<file path="src/rtl/ui_input_conditioner_pkg.sv">
// Shared codes and state types for the KEY/SW input conditioner.
// Read-select codes, top sequencing states and per-bit debounce states.
package ui_input_conditioner_pkg;

   localparam logic [1:0] RDSEL_KEY    = 2'b00;
   localparam logic [1:0] RDSEL_SW     = 2'b01;
   localparam logic [1:0] RDSEL_KEYEVT = 2'b10;
   localparam logic [1:0] RDSEL_SWEVT  = 2'b11;

   typedef enum logic [1:0] {
      PRIME,
      LOAD,
      RUN
   } topState_t;

   typedef enum logic {
      STABLE,
      PENDING
   } bitState_t;

endpackage

</file>
<file path="src/rtl/ui_input_conditioner_debounce_bit.sv">
// One input bit: 2-flop synchroniser, polarity fix and debounce FSM.
// rise/fall pulse in the cycle whose edge updates the stable value.
module ui_debounce_bit #(
   parameter int   DEBOUNCE_CYCLES = 100000,
   parameter logic RESET_VAL       = 1'b0,
   parameter logic ACTIVE_LOW      = 1'b0
) (
   input  logic clk,
   input  logic reset_n,
   input  logic raw,
   input  logic load,
   input  logic run,
   output logic stable,
   output logic rise,
   output logic fall
);
   import ui_input_conditioner_pkg::*;

   localparam int CW = $clog2(DEBOUNCE_CYCLES + 1);
   localparam logic [CW-1:0] LAST = CW'(DEBOUNCE_CYCLES - 1);

   logic          sync1;
   logic          sync2;
   logic          syncVal;
   logic          accept;
   logic          stableNext;
   logic [CW-1:0] cnt;
   logic [CW-1:0] cntNext;
   bitState_t     state;
   bitState_t     stateNext;

   // Two-flop synchroniser for the asynchronous pin.
   always_ff @(posedge clk or negedge reset_n) begin
      if (!reset_n) begin
         sync1 <= RESET_VAL;
         sync2 <= RESET_VAL;
      end else begin
         sync1 <= raw;
         sync2 <= sync1;
      end
   end

   assign syncVal = sync2 ^ ACTIVE_LOW;

   // Debounce state, counter and accepted value.
   always_ff @(posedge clk or negedge reset_n) begin
      if (!reset_n) begin
         state  <= STABLE;
         cnt    <= '0;
         stable <= 1'b0;
      end else begin
         state  <= stateNext;
         cnt    <= cntNext;
         stable <= stableNext;
      end
   end

   // Count consecutive mismatching cycles; accept at the last one.
   always_comb begin
      stateNext  = state;
      cntNext    = cnt;
      stableNext = stable;
      accept     = 1'b0;
      if (load) begin
         stateNext  = STABLE;
         cntNext    = '0;
         stableNext = syncVal;
      end else if (run) begin
         unique case (state)
            STABLE: begin
               if (syncVal != stable) begin
                  if (LAST == '0) begin
                     accept = 1'b1;
                  end else begin
                     stateNext = PENDING;
                     cntNext   = CW'(1);
                  end
               end
            end
            PENDING: begin
               if (syncVal == stable) begin
                  stateNext = STABLE;
                  cntNext   = '0;
               end else if (cnt == LAST) begin
                  accept    = 1'b1;
                  stateNext = STABLE;
                  cntNext   = '0;
               end else begin
                  cntNext = cnt + CW'(1);
               end
            end
            default: stateNext = STABLE;
         endcase
         if (accept) stableNext = syncVal;
      end
   end

   assign rise = accept & syncVal;
   assign fall = accept & ~syncVal;

endmodule

</file>
<file path="src/rtl/ui_input_conditioner.sv">
// Board KEY/SW conditioner: debounced state, sticky events and
// a combinational read port with clear-on-read event words.
module ui_input_conditioner #(
   parameter int DBITS           = 32,
   parameter int KEY_BITS        = 4,
   parameter int SW_BITS         = 10,
   parameter int DEBOUNCE_CYCLES = 100000
) (
   input  logic                clk,
   input  logic                reset_n,
   input  logic [KEY_BITS-1:0] KEY,
   input  logic [SW_BITS-1:0]  SW,
   input  logic                rdEn,
   input  logic [1:0]          rdSel,
   output logic [DBITS-1:0]    rdData,
   output logic                evtPend
);
   import ui_input_conditioner_pkg::*;

   topState_t           state;
   topState_t           stateNext;
   logic                primeCnt;
   logic                primeCntNext;
   logic                load;
   logic                run;
   logic [KEY_BITS-1:0] keyStable;
   logic [KEY_BITS-1:0] keyRise;
   logic [KEY_BITS-1:0] unusedKeyFall;
   logic [SW_BITS-1:0]  swStable;
   logic [SW_BITS-1:0]  swRise;
   logic [SW_BITS-1:0]  swFall;
   logic [KEY_BITS-1:0] keyEvt;
   logic [KEY_BITS-1:0] keyEvtNext;
   logic [SW_BITS-1:0]  swEvt;
   logic [SW_BITS-1:0]  swEvtNext;
   logic                clrKey;
   logic                clrSw;

   // Startup sequencer register.
   always_ff @(posedge clk or negedge reset_n) begin
      if (!reset_n) begin
         state    <= PRIME;
         primeCnt <= 1'b0;
      end else begin
         state    <= stateNext;
         primeCnt <= primeCntNext;
      end
   end

   // Let synchronisers fill, load them once, then debounce forever.
   always_comb begin
      stateNext    = state;
      primeCntNext = primeCnt;
      load         = 1'b0;
      run          = 1'b0;
      unique case (state)
         PRIME: begin
            primeCntNext = 1'b1;
            if (primeCnt) stateNext = LOAD;
         end
         LOAD: begin
            load      = 1'b1;
            stateNext = RUN;
         end
         RUN: run = 1'b1;
         default: stateNext = PRIME;
      endcase
   end

   for (genvar i = 0; i < KEY_BITS; i++) begin : gKey
      ui_debounce_bit #(
         .DEBOUNCE_CYCLES(DEBOUNCE_CYCLES),
         .RESET_VAL      (1'b1),
         .ACTIVE_LOW     (1'b1)
      ) uBit (
         .clk    (clk),
         .reset_n(reset_n),
         .raw    (KEY[i]),
         .load   (load),
         .run    (run),
         .stable (keyStable[i]),
         .rise   (keyRise[i]),
         .fall   (unusedKeyFall[i])
      );
   end

   for (genvar i = 0; i < SW_BITS; i++) begin : gSw
      ui_debounce_bit #(
         .DEBOUNCE_CYCLES(DEBOUNCE_CYCLES),
         .RESET_VAL      (1'b0),
         .ACTIVE_LOW     (1'b0)
      ) uBit (
         .clk    (clk),
         .reset_n(reset_n),
         .raw    (SW[i]),
         .load   (load),
         .run    (run),
         .stable (swStable[i]),
         .rise   (swRise[i]),
         .fall   (swFall[i])
      );
   end

   assign clrKey = rdEn && (rdSel == RDSEL_KEYEVT);
   assign clrSw  = rdEn && (rdSel == RDSEL_SWEVT);

   // New events are OR-ed in after the clear, so a set always wins.
   assign keyEvtNext = (clrKey ? '0 : keyEvt) | keyRise;
   assign swEvtNext  = (clrSw ? '0 : swEvt) | swRise | swFall;

   // Sticky event words and pending flag.
   always_ff @(posedge clk or negedge reset_n) begin
      if (!reset_n) begin
         keyEvt  <= '0;
         swEvt   <= '0;
         evtPend <= 1'b0;
      end else begin
         keyEvt  <= keyEvtNext;
         swEvt   <= swEvtNext;
         evtPend <= (|keyEvtNext) || (|swEvtNext);
      end
   end

   // Read mux shows pre-clear values so a load never loses an event.
   always_comb begin
      rdData = '0;
      unique case (rdSel)
         RDSEL_KEY:    rdData = DBITS'(keyStable);
         RDSEL_SW:     rdData = DBITS'(swStable);
         RDSEL_KEYEVT: rdData = DBITS'(keyEvt);
         RDSEL_SWEVT:  rdData = DBITS'(swEvt);
         default:      rdData = '0;
      endcase
   end

endmodule

</file>
<file path="config.mk">
export PLATFORM = sky130hd
export DESIGN_NAME = ui_input_conditioner
export DESIGN_NICKNAME = d
export VERILOG_FILES = /design/src/rtl/ui_input_conditioner_pkg.sv /design/src/rtl/ui_input_conditioner_debounce_bit.sv /design/src/rtl/ui_input_conditioner.sv
export SDC_FILE = /design/constraint.sdc
export NUM_CORES = 1
export LEC_CHECK = 0
export ABC_AREA = 1
export ABC_CLOCK_PERIOD_IN_PS = 2050
export CAP_MARGIN = 20
export CELL_PAD_IN_SITES_DETAIL_PLACEMENT = 0
export CELL_PAD_IN_SITES_GLOBAL_PLACEMENT = 1
export CORE_MARGIN = 3
export CORE_UTILIZATION = 40
export CTS_BUF_LIST = sky130_fd_sc_hd__clkbuf_8 sky130_fd_sc_hd__clkbuf_16
export CTS_CLUSTER_SIZE = 28
export DETAILED_ROUTE_END_ITERATION = 10
export GPL_ROUTABILITY_DRIVEN = 1
export PLACE_DENSITY_LB_ADDON = 0.12
export SYNTH_ARGS = -nofsm -noshare
export SYNTH_HDL_FRONTEND = slang
export SYNTH_SLANG_ARGS = --single-unit
</file>
<file path="constraint.sdc">
create_clock -name clk -period 2.05 [get_ports clk]
set_clock_uncertainty 0.05 [all_clocks]
set_input_delay 0.41 -clock clk [delete_from_list [all_inputs] [get_ports clk]]
set_output_delay 0.41 -clock clk [all_outputs]
set_load 0.05 [all_outputs]
</file>
==> reports/qor.json, run 1 <==
{
  "drt_iter0_markers": 776,
  "die-height_um": 212,
  "worst-endpoint-arrival_ps": 1530,
  "power.leakage_nw": 9.47,
  "ys_ff_latch": 312,
  "unique_cell_type_count_in_the_yosys_netlist": 58,
  "seqPwrFrac_pct": 44.1,
  "cts-root-buf": "sky130_fd_sc_hd__clkbuf_16",
  "ff_latch_area_um2": 7820,
  "final_layout_size_suffix_gt1_share_pct": 14.0,
  "number_of_maximum_capacitance_violations": 0,
  "min_period_ps": 1990,
  "antenna_cells_inserted": 0,
  "crit_path_max_fanout": 3,
  "tritoncts_clock_tree": "yes",
  "netlist.top_cell.by_area": "sky130_fd_sc_hd__dfrtp_1",
  "first_pass_iteration_count_of_the_detailed_router": 7,
  "utilization_pct": 49.7,
  "initial_core_util_pct": 41.1,
  "min_path_type": "in2reg",
  "drt.antenna.violating_nets": 0,
  "synthesis.area_per_instance_um2": 7.54,
  "maxClockFrequency_mhz": 503,
  "io_pins": 52,
  "timing.final.ws_setup_ps": 60.9,
  "grt_pass1_vias": 14700,
  "hold_violation_total_from_the_final_report": 0,
  "grt_max_degree": 78,
  "dr_total_vias": 15100,
  "seq_area_frac_synth_pct": 46.0,
  "grt_antenna_before_repair": 1,
  "global_route.usage.total_pct": 19.5,
  "dp_cells": 2942,
  "synth-edff-count": 0,
  "areaGrowthSynthToFinish_pct": 21.0,
  "final-setup-viol-count": 0,
  "nets": 2497,
  "pwr_density_cell_nw_per_um2": 718,
  "netlist_instances": 2255,
  "timing.final.crit_share_pct": 97.0,
  "timing.final.max_slew_violations": 0,
  "cts-htree-levels": 2,
  "async_flop_share_pct": 100,
  "chip_width_um": 212,
  "total_switching_power_mw": 3.90,
  "grt_pass1_wl_um": 72300,
  "timing.setup.critical_path_class": "reg2out",
  "design_area_um2": 20600,
  "synth_most_common_cell": "sky130_fd_sc_hd__nand2_1",
  "synth_top_flop_cell": "sky130_fd_sc_hd__dfrtp_1",
  "p_int_mw": 10.9,
  "placement_stage_worst_setup_slack_ps": -334,
  "power.share.clock_pct": 45.1,
  "worst_setup_path_end_kind": "output port",
  "die_area_um2": 45000,
  "synth.yosys.warnings": 0,
  "worst_setup_hold_path_clk_slew_ps": 50,
  "synth_top_cells_by_area": "sky130_fd_sc_hd__dfrtp_1 45%, sky130_fd_sc_hd__nand2_1 11%, sky130_fd_sc_hd__nor2_1 8.1%",
  "routabilityCongestion": 0.868,
  "crit_required_ps": 1590,
  "worstSetupStartpointType": "register",
  "post-dp-hpwl_um": 31900,
  "grt_overflow_total": 0,
  "ys_top_cells_by_count": "492 x sky130_fd_sc_hd__nand2_1, 365 x sky130_fd_sc_hd__nor2_1, 304 x sky130_fd_sc_hd__dfrtp_1",
  "p_comb_share_pct": 10.8,
  "cts-buffers-inserted": 40,
  "rows": 74,
  "floorplan.core_area_um2": 41400,
  "portBuffers": 29,
  "worstSkewPairLatency_ps": 560,
  "synth.top_cell.area_share_pct": 44.8,
  "clock_tree.buffer_depth": 3,
  "avgRoutedWirePerCell_um": 14.3,
  "route.detailed.drc": 0,
  "stdcell_count": 3024,
  "wl_um": 43300,
  "hold_ws_ps": 222,
  "cts.sinks": 312,
  "fillerInstances": 4046,
  "multi_input_comb_area_um2": 8020,
  "p_sw_share_pct": 26.4,
  "placed_area_um2": 19100,
  "detail_route.vias_per_cell": 5.01,
  "post_synth_instance_area_um2": 17000,
  "vdd_ir_drop_max_mv": 0.723,
  "run_status": "complete, no violations"
}
## per-stage QoR
step / TNS (ps) / power (mW)
6_report: 0 / 14.8
5_1_grt: -13.4 / 15.5
4_1_cts: 0 / 15.0
3_5_place_dp: -3290 / 8.19
3_3_place_gp: -3450 / 8.17
2_1_floorplan: -1020 / 7.49
## kinds of logic after synthesis
logic type                 synth area share (%)
AOI/OAI and AO/OA                          11.0
and+or+nand+nor                            30.5
adders and majority gates                  1.33
buffers and inverters                      8.09
DFF                                        46.0
xor gates and xnor gates                   3.04
other                                    0.0221
## sequential cells by signal (all words and copies together), names as in the netlist, 10 cells and up
name	count
gSw.uBit.state	10
gSw.uBit.sync1	10
gSw.uBit.sync2	10
swEvt	10
gSw.uBit.stable	10
gSw.uBit.cnt	170
gKey.uBit.cnt	68
## power by group through the flow
stage	Clock (mW)	Combinational, mW	Sequential (mW)
final	6.66	1.59	6.51
after global routing	7.17	1.80	6.53
after CTS	6.90	1.59	6.51
after detailed placement	0	1.57	6.62
after global placement	0	1.56	6.61
after floorplan	0	0.915	6.57
## path summary, 6_finish.rpt
path                            slack [ps]                               to  cells past startpoint                             from
worst max register to register         110                evtPend$_DFF_PN0_                     11             state[0]$_DFFE_PN0P_
min in group asynchronous              270  gKey[3].uBit.cnt[3]$_DFFE_PN0P_                      2                          reset_n
max in group asynchronous              960  gSw[7].uBit.cnt[13]$_DFFE_PN0P_                      3                          reset_n
worst max-delay path                    60                        rdData[0]                      3  gKey[0].uBit.stable$_DFFE_PN0P_
worst min register to register         290      gSw[4].uBit.sync2$_DFF_PN0_                      0      gSw[4].uBit.sync1$_DFF_PN0_
worst min-delay path                   220     gKey[1].uBit.sync1$_DFF_PN1_                      1                           KEY[1]
## cell type report
| class | instances | area share [%] |
|---|---|---|
| clock inverters | 28 | 0.766 |
| multi-input cells | 1632 | 39.0 |
| well taps | 532 | 3.24 |
| flip-flops and latches | 312 | 38.0 |
| inverters | 283 | 5.19 |
| clock buffers | 46 | 5.32 |
| repair buffers | 191 | 8.49 |
## cell usage in the layout, fill, tap and decap left out, drive strengths merged, types with 4 or more instances in the layout
master | netlist | routed
a21oi | 91 | 91
xor2 | 44 | 44
a22o | 5 | 5
clkbuf | 8 | 48
ha | 18 | 18
o21ai | 161 | 161
nor4 | 8 | 8
buf | 41 | 172
o21bai | 5 | 5
xnor2 | 15 | 15
or2 | 9 | 9
o31ai | 4 | 4
o22ai | 18 | 18
dfstp | 8 | 8
inv | 282 | 302
a31oi | 23 | 23
conb | 1 | 22
nand2 | 503 | 503
nand3b | 9 | 9
nand3 | 162 | 162
nor2 | 379 | 379
nor3 | 68 | 68
dfrtp | 304 | 304
nor3b | 9 | 9
clkinv | 1 | 8
nand4 | 48 | 48
clkdlybuf4s50 | 0 | 15
## routing by layer
metal	GRT usage, %	part of all wire [%]	wire [um]
met2	31.5	45	19600
met5	0	0.028	12
met3	3.41	4.0	1740
met4	5.89	2.1	899
met1	27.0	49	21000
## what timing repair did
item                                    in CTS  in global routing
pin swaps                                    2                  3
endpoints found under the setup margin      11                144
hold buffers                                 1                  0
resized for setup                            9                 49
hold endpoints to repair                   106                  0
setup buffers                                2                  5
cloned                                       0                  1
## critical path, cell delays in order, from the launching register on
cell,delay (ps)
sky130_fd_sc_hd__dfrtp_1,410
sky130_fd_sc_hd__nand2_1,80
sky130_fd_sc_hd__nand4_1,240
sky130_fd_sc_hd__buf_12,240
No activity file was read; power rests on OpenSTA's default activity.
==> inputs of run 2 (changes only) <==
- ABC_AREA: 1 -> not set
==> reports/qor.json, run 2 <==
{
  "grt_pass1_wl_um": 73100,
  "die_area_um2": 43600,
  "chip_width_um": 209,
  "rows": 73,
  "clock_tree.buffer_depth": 3,
  "worst_slew_pin_slew_ps": 634,
  "min_period_ps": 2140,
  "unique_cell_type_count_in_the_yosys_netlist": 72,
  "r2r_end": "gSw[7].uBit.cnt[9]$_DFFE_PN0P_",
  "die-height_um": 209,
  "synth_top_cells_by_area": "sky130_fd_sc_hd__dfrtp_1 46%, sky130_fd_sc_hd__o21ai_0 5.3%, sky130_fd_sc_hd__nand2_1 4.6%",
  "hold_violation_total_from_the_final_report": 0,
  "p_sw_share_pct": 26.9,
  "crit_required_ps": 2430,
  "post_synth_xor_area_fraction_pct": 4.58,
  "final_layout_size_suffix_gt1_share_pct": 30.7,
  "setup_repair_after_global_routing_missed_its_margin": "true",
  "maxClockFrequency_mhz": 467,
  "netlist_instances": 1785,
  "synth_top_flop_cell": "sky130_fd_sc_hd__dfrtp_1",
  "multiplexer_area_fraction_after_synthesis_pct": 1.78,
  "initial_core_util_pct": 40.9,
  "detail_route.vias_per_cell": 5.45,
  "path_buf_inv": 4,
  "areaGrowthSynthToFinish_pct": 37.3,
  "critical_path.most_common_cell": "sky130_fd_sc_hd__buf_4",
  "crit_path_max_fanout": 4,
  "most-common-layout-cells": "303 x sky130_fd_sc_hd__dfrtp_1, 285 x sky130_fd_sc_hd__buf_4, 194 x sky130_fd_sc_hd__nand2_1, 145 x sky130_fd_sc_hd__nor2_1, 121 x sky130_fd_sc_hd__o21ai_0",
  "synth_most_common_cell": "sky130_fd_sc_hd__dfrtp_1",
  "ys_top_cells_by_count": "304 x sky130_fd_sc_hd__dfrtp_1, 200 x sky130_fd_sc_hd__nand2_1, 176 x sky130_fd_sc_hd__nor2_1",
  "grt_antenna_before_repair": 1,
  "synth_adder_area_share_pct": 1.37,
  "crit-reg2reg-launch": "state[0]$_DFFE_PN0P_",
  "post-dp-hpwl_um": 30300,
  "cts.sinks": 312,
  "run_status": "complete, but fails checks",
  "largest_reg_flops": 170,
  "largest_registers": "gSw.uBit.cnt x170, gKey.uBit.cnt x68",
  "p_int_mw": 11.5,
  "total_switching_power_mw": 4.25,
  "async_flop_share_pct": 100,
  "tritoncts_clock_tree": "yes",
  "timing.final.crit_share_pct": 105,
  "grt_max_degree": 47,
  "grt_overflow_total": 0,
  "cp_cell_sequence": "buf_4, ha_4, buf_4, clkbuf_16, or2_4, o2111ai_4, buf_6, nor2_1, xnor2_1, nor2_2",
  "route.detailed.drc": 0,
  "first_pass_iteration_count_of_the_detailed_router": 5,
  "cts-root-buf": "sky130_fd_sc_hd__clkbuf_16",
  "synthesis.area_per_instance_um2": 9.22,
  "slowest_stage": "sky130_fd_sc_hd__dfrtp_1",
  "max_flop_register": "gSw.uBit.cnt",
  "post_synth_instance_area_um2": 16500,
  "dr_total_vias": 14600,
  "grt_pass1_vias": 14100,
  "io_pins": 52,
  "floorplan.core_area_um2": 40200,
  "p_comb_share_pct": 15.5,
  "timing.setup.critical_path_class": "reg2reg",
  "launching_instance_or_port_of_the_critical_path": "state[0]$_DFFE_PN0P_",
  "min_path_type": "in2reg",
  "worst-endpoint-arrival_ps": 2520,
  "synth-edff-count": 0,
  "avgRoutedWirePerCell_um": 17.0,
  "global_route.usage.total_pct": 19.9,
  "timing.final.ws_setup_ps": -93.3,
  "synth-simple-area-share_pct": 24.8,
  "power.share.clock_pct": 42.3,
  "setup.worst_path.end": "gSw[7].uBit.cnt[9]$_DFFE_PN0P_",
  "synth_top_family_by_area": "simple AND/OR/NAND/NOR gates",
  "timing.final.max_slew_violations": 0,
  "drt_iter0_markers": 762,
  "wl_um": 45500,
  "final_common_cell": "sky130_fd_sc_hd__dfrtp_1",
  "violated_checks": "negative setup slack",
  "worst_setup_hold_path_clk_slew_ps": 60,
  "worst_setup_path_end_kind": "register",
  "pwr_density_cell_nw_per_um2": 698,
  "finalPower_mw": 15.8,
  "routabilityCongestion": 0.820,
  "drt.antenna.violating_nets": 0,
  "final-setup-viol-count": 45,
  "fillerInstances": 3584,
  "reg2regPathDepth": 10,
  "nets": 2162,
  "worstSkewPairLatency_ps": 540,
  "antenna_cells_inserted": 0,
  "reg2reg_setup_slack_ps": -90,
  "seq_area_frac_synth_pct": 47.5,
  "worst_path_largest_cell_delay_ps": 400,
  "seqPwrFrac_pct": 42.3,
  "number_of_maximum_capacitance_violations": 0,
  "placement_stage_worst_setup_slack_ps": -278,
  "slew_headroom_pct": 57.2,
  "cts-htree-levels": 2,
  "synth.yosys.warnings": 0,
  "critical_path_depth": 10,
  "area_fraction_in_compound_gates_after_synthesis_pct": 16.5,
  "synth.top_cell.area_share_pct": 46.2,
  "vdd_ir_drop_max_mv": 0.545,
  "worstSetupStartpointType": "register",
  "power.leakage_nw": 9.83,
  "portBuffers": 29,
  "cpLargestDelayFamily": "buffers and inverters",
  "netlist.top_cell.by_area": "sky130_fd_sc_hd__dfrtp_1",
  "ys_ff_latch": 312,
  "cts-buffers-inserted": 38
}
[run 2: metrics by stage]
| stage | TNS (ps) | util [%] | instances | hold WS [ps] | area [um2] |
|---|---|---|---|---|---|
| floorplan | -36.2 | - | 1806 | 64.4 | 16600 |
| global placement | -7950 | 48.0 | 2538 | 286 | 19300 |
| detailed placement | -10690 | 48.0 | 2538 | 287 | 19300 |
| CTS | -1450 | 52.2 | 2630 | 193 | 21000 |
| global route | -8450 | 56.2 | 2677 | 210 | 22600 |
| finish | -1890 | 56.2 | 2677 | 227 | 22600 |
[run 2: metal layers]
metal | vias to the layer above | GRT usage, % | wire length, um | part of all wire, %
met4 | 2 | 5.75 | 978 | 2.1
met3 | 63 | 2.87 | 1650 | 3.6
li1 | 7175 | - | - | -
met5 | - | 0 | 11 | 0.024
met1 | 7117 | 28.4 | 21300 | 47
met2 | 237 | 31.8 | 21600 | 47
[run 2: worst min-delay path by stage]
stage | startpoint | endpoint | depth (start not counted)
final | KEY[2] | gKey[2].uBit.sync1$_DFF_PN1_ | 1
after global routing | KEY[2] | gKey[2].uBit.sync1$_DFF_PN1_ | 1
after CTS | KEY[2] | gKey[2].uBit.sync1$_DFF_PN1_ | 1
after detailed placement | gSw[6].uBit.sync1$_DFF_PN0_ | gSw[6].uBit.sync2$_DFF_PN0_ | 0
after global placement | gSw[5].uBit.sync1$_DFF_PN0_ | gSw[5].uBit.sync2$_DFF_PN0_ | 0
after floorplan | reset_n | evtPend$_DFF_PN0_ | 0
[run 2: cells by family (layout without fill, tap and decap cells)]
kind of cell,count (synthesis),count (layout)
xor+xnor,86,86
flops,312,312
buf+inv,121,465
simple gates,785,787
compound gates,439,439
fa+ha+maj,18,18
mux,23,23
other cells,1,22
[run 2: power groups by stage]
stage / Clock, mW / Sequential (mW) / Combinational, mW
final: 6.67 / 6.67 / 2.44
after detailed placement: 0 / 6.75 / 2.02
after floorplan: 0 / 6.72 / 1.14
after CTS: 6.91 / 6.65 / 2.13
after global placement: 0 / 6.74 / 1.99
after global routing: 7.13 / 6.71 / 2.70
[run 2: final cells by class]
| type | count | area [um2] | area share, % |
|---|---|---|---|
| repair buffers | 367 | 3320 | 14.7 |
| well taps | 525 | 657 | 2.91 |
| multi-input cells | 1375 | 9440 | 41.8 |
| flip-flops and latches | 312 | 7820 | 34.6 |
| clock buffers | 49 | 1140 | 5.03 |
| inverters | 31 | 121 | 0.537 |
| clock inverters | 18 | 103 | 0.454 |
[run 2: repair_timing]
| action | CTS | global route |
|---|---|---|
| pin swaps | 21 | 93 |
| endpoints found under the hold margin | 35 | 0 |
| hold buffers | 1 | 0 |
| setup buffers | 22 | 43 |
| endpoints found under the setup margin | 158 | 209 |
| gates cloned | 2 | 7 |
| resized for setup | 78 | 293 |
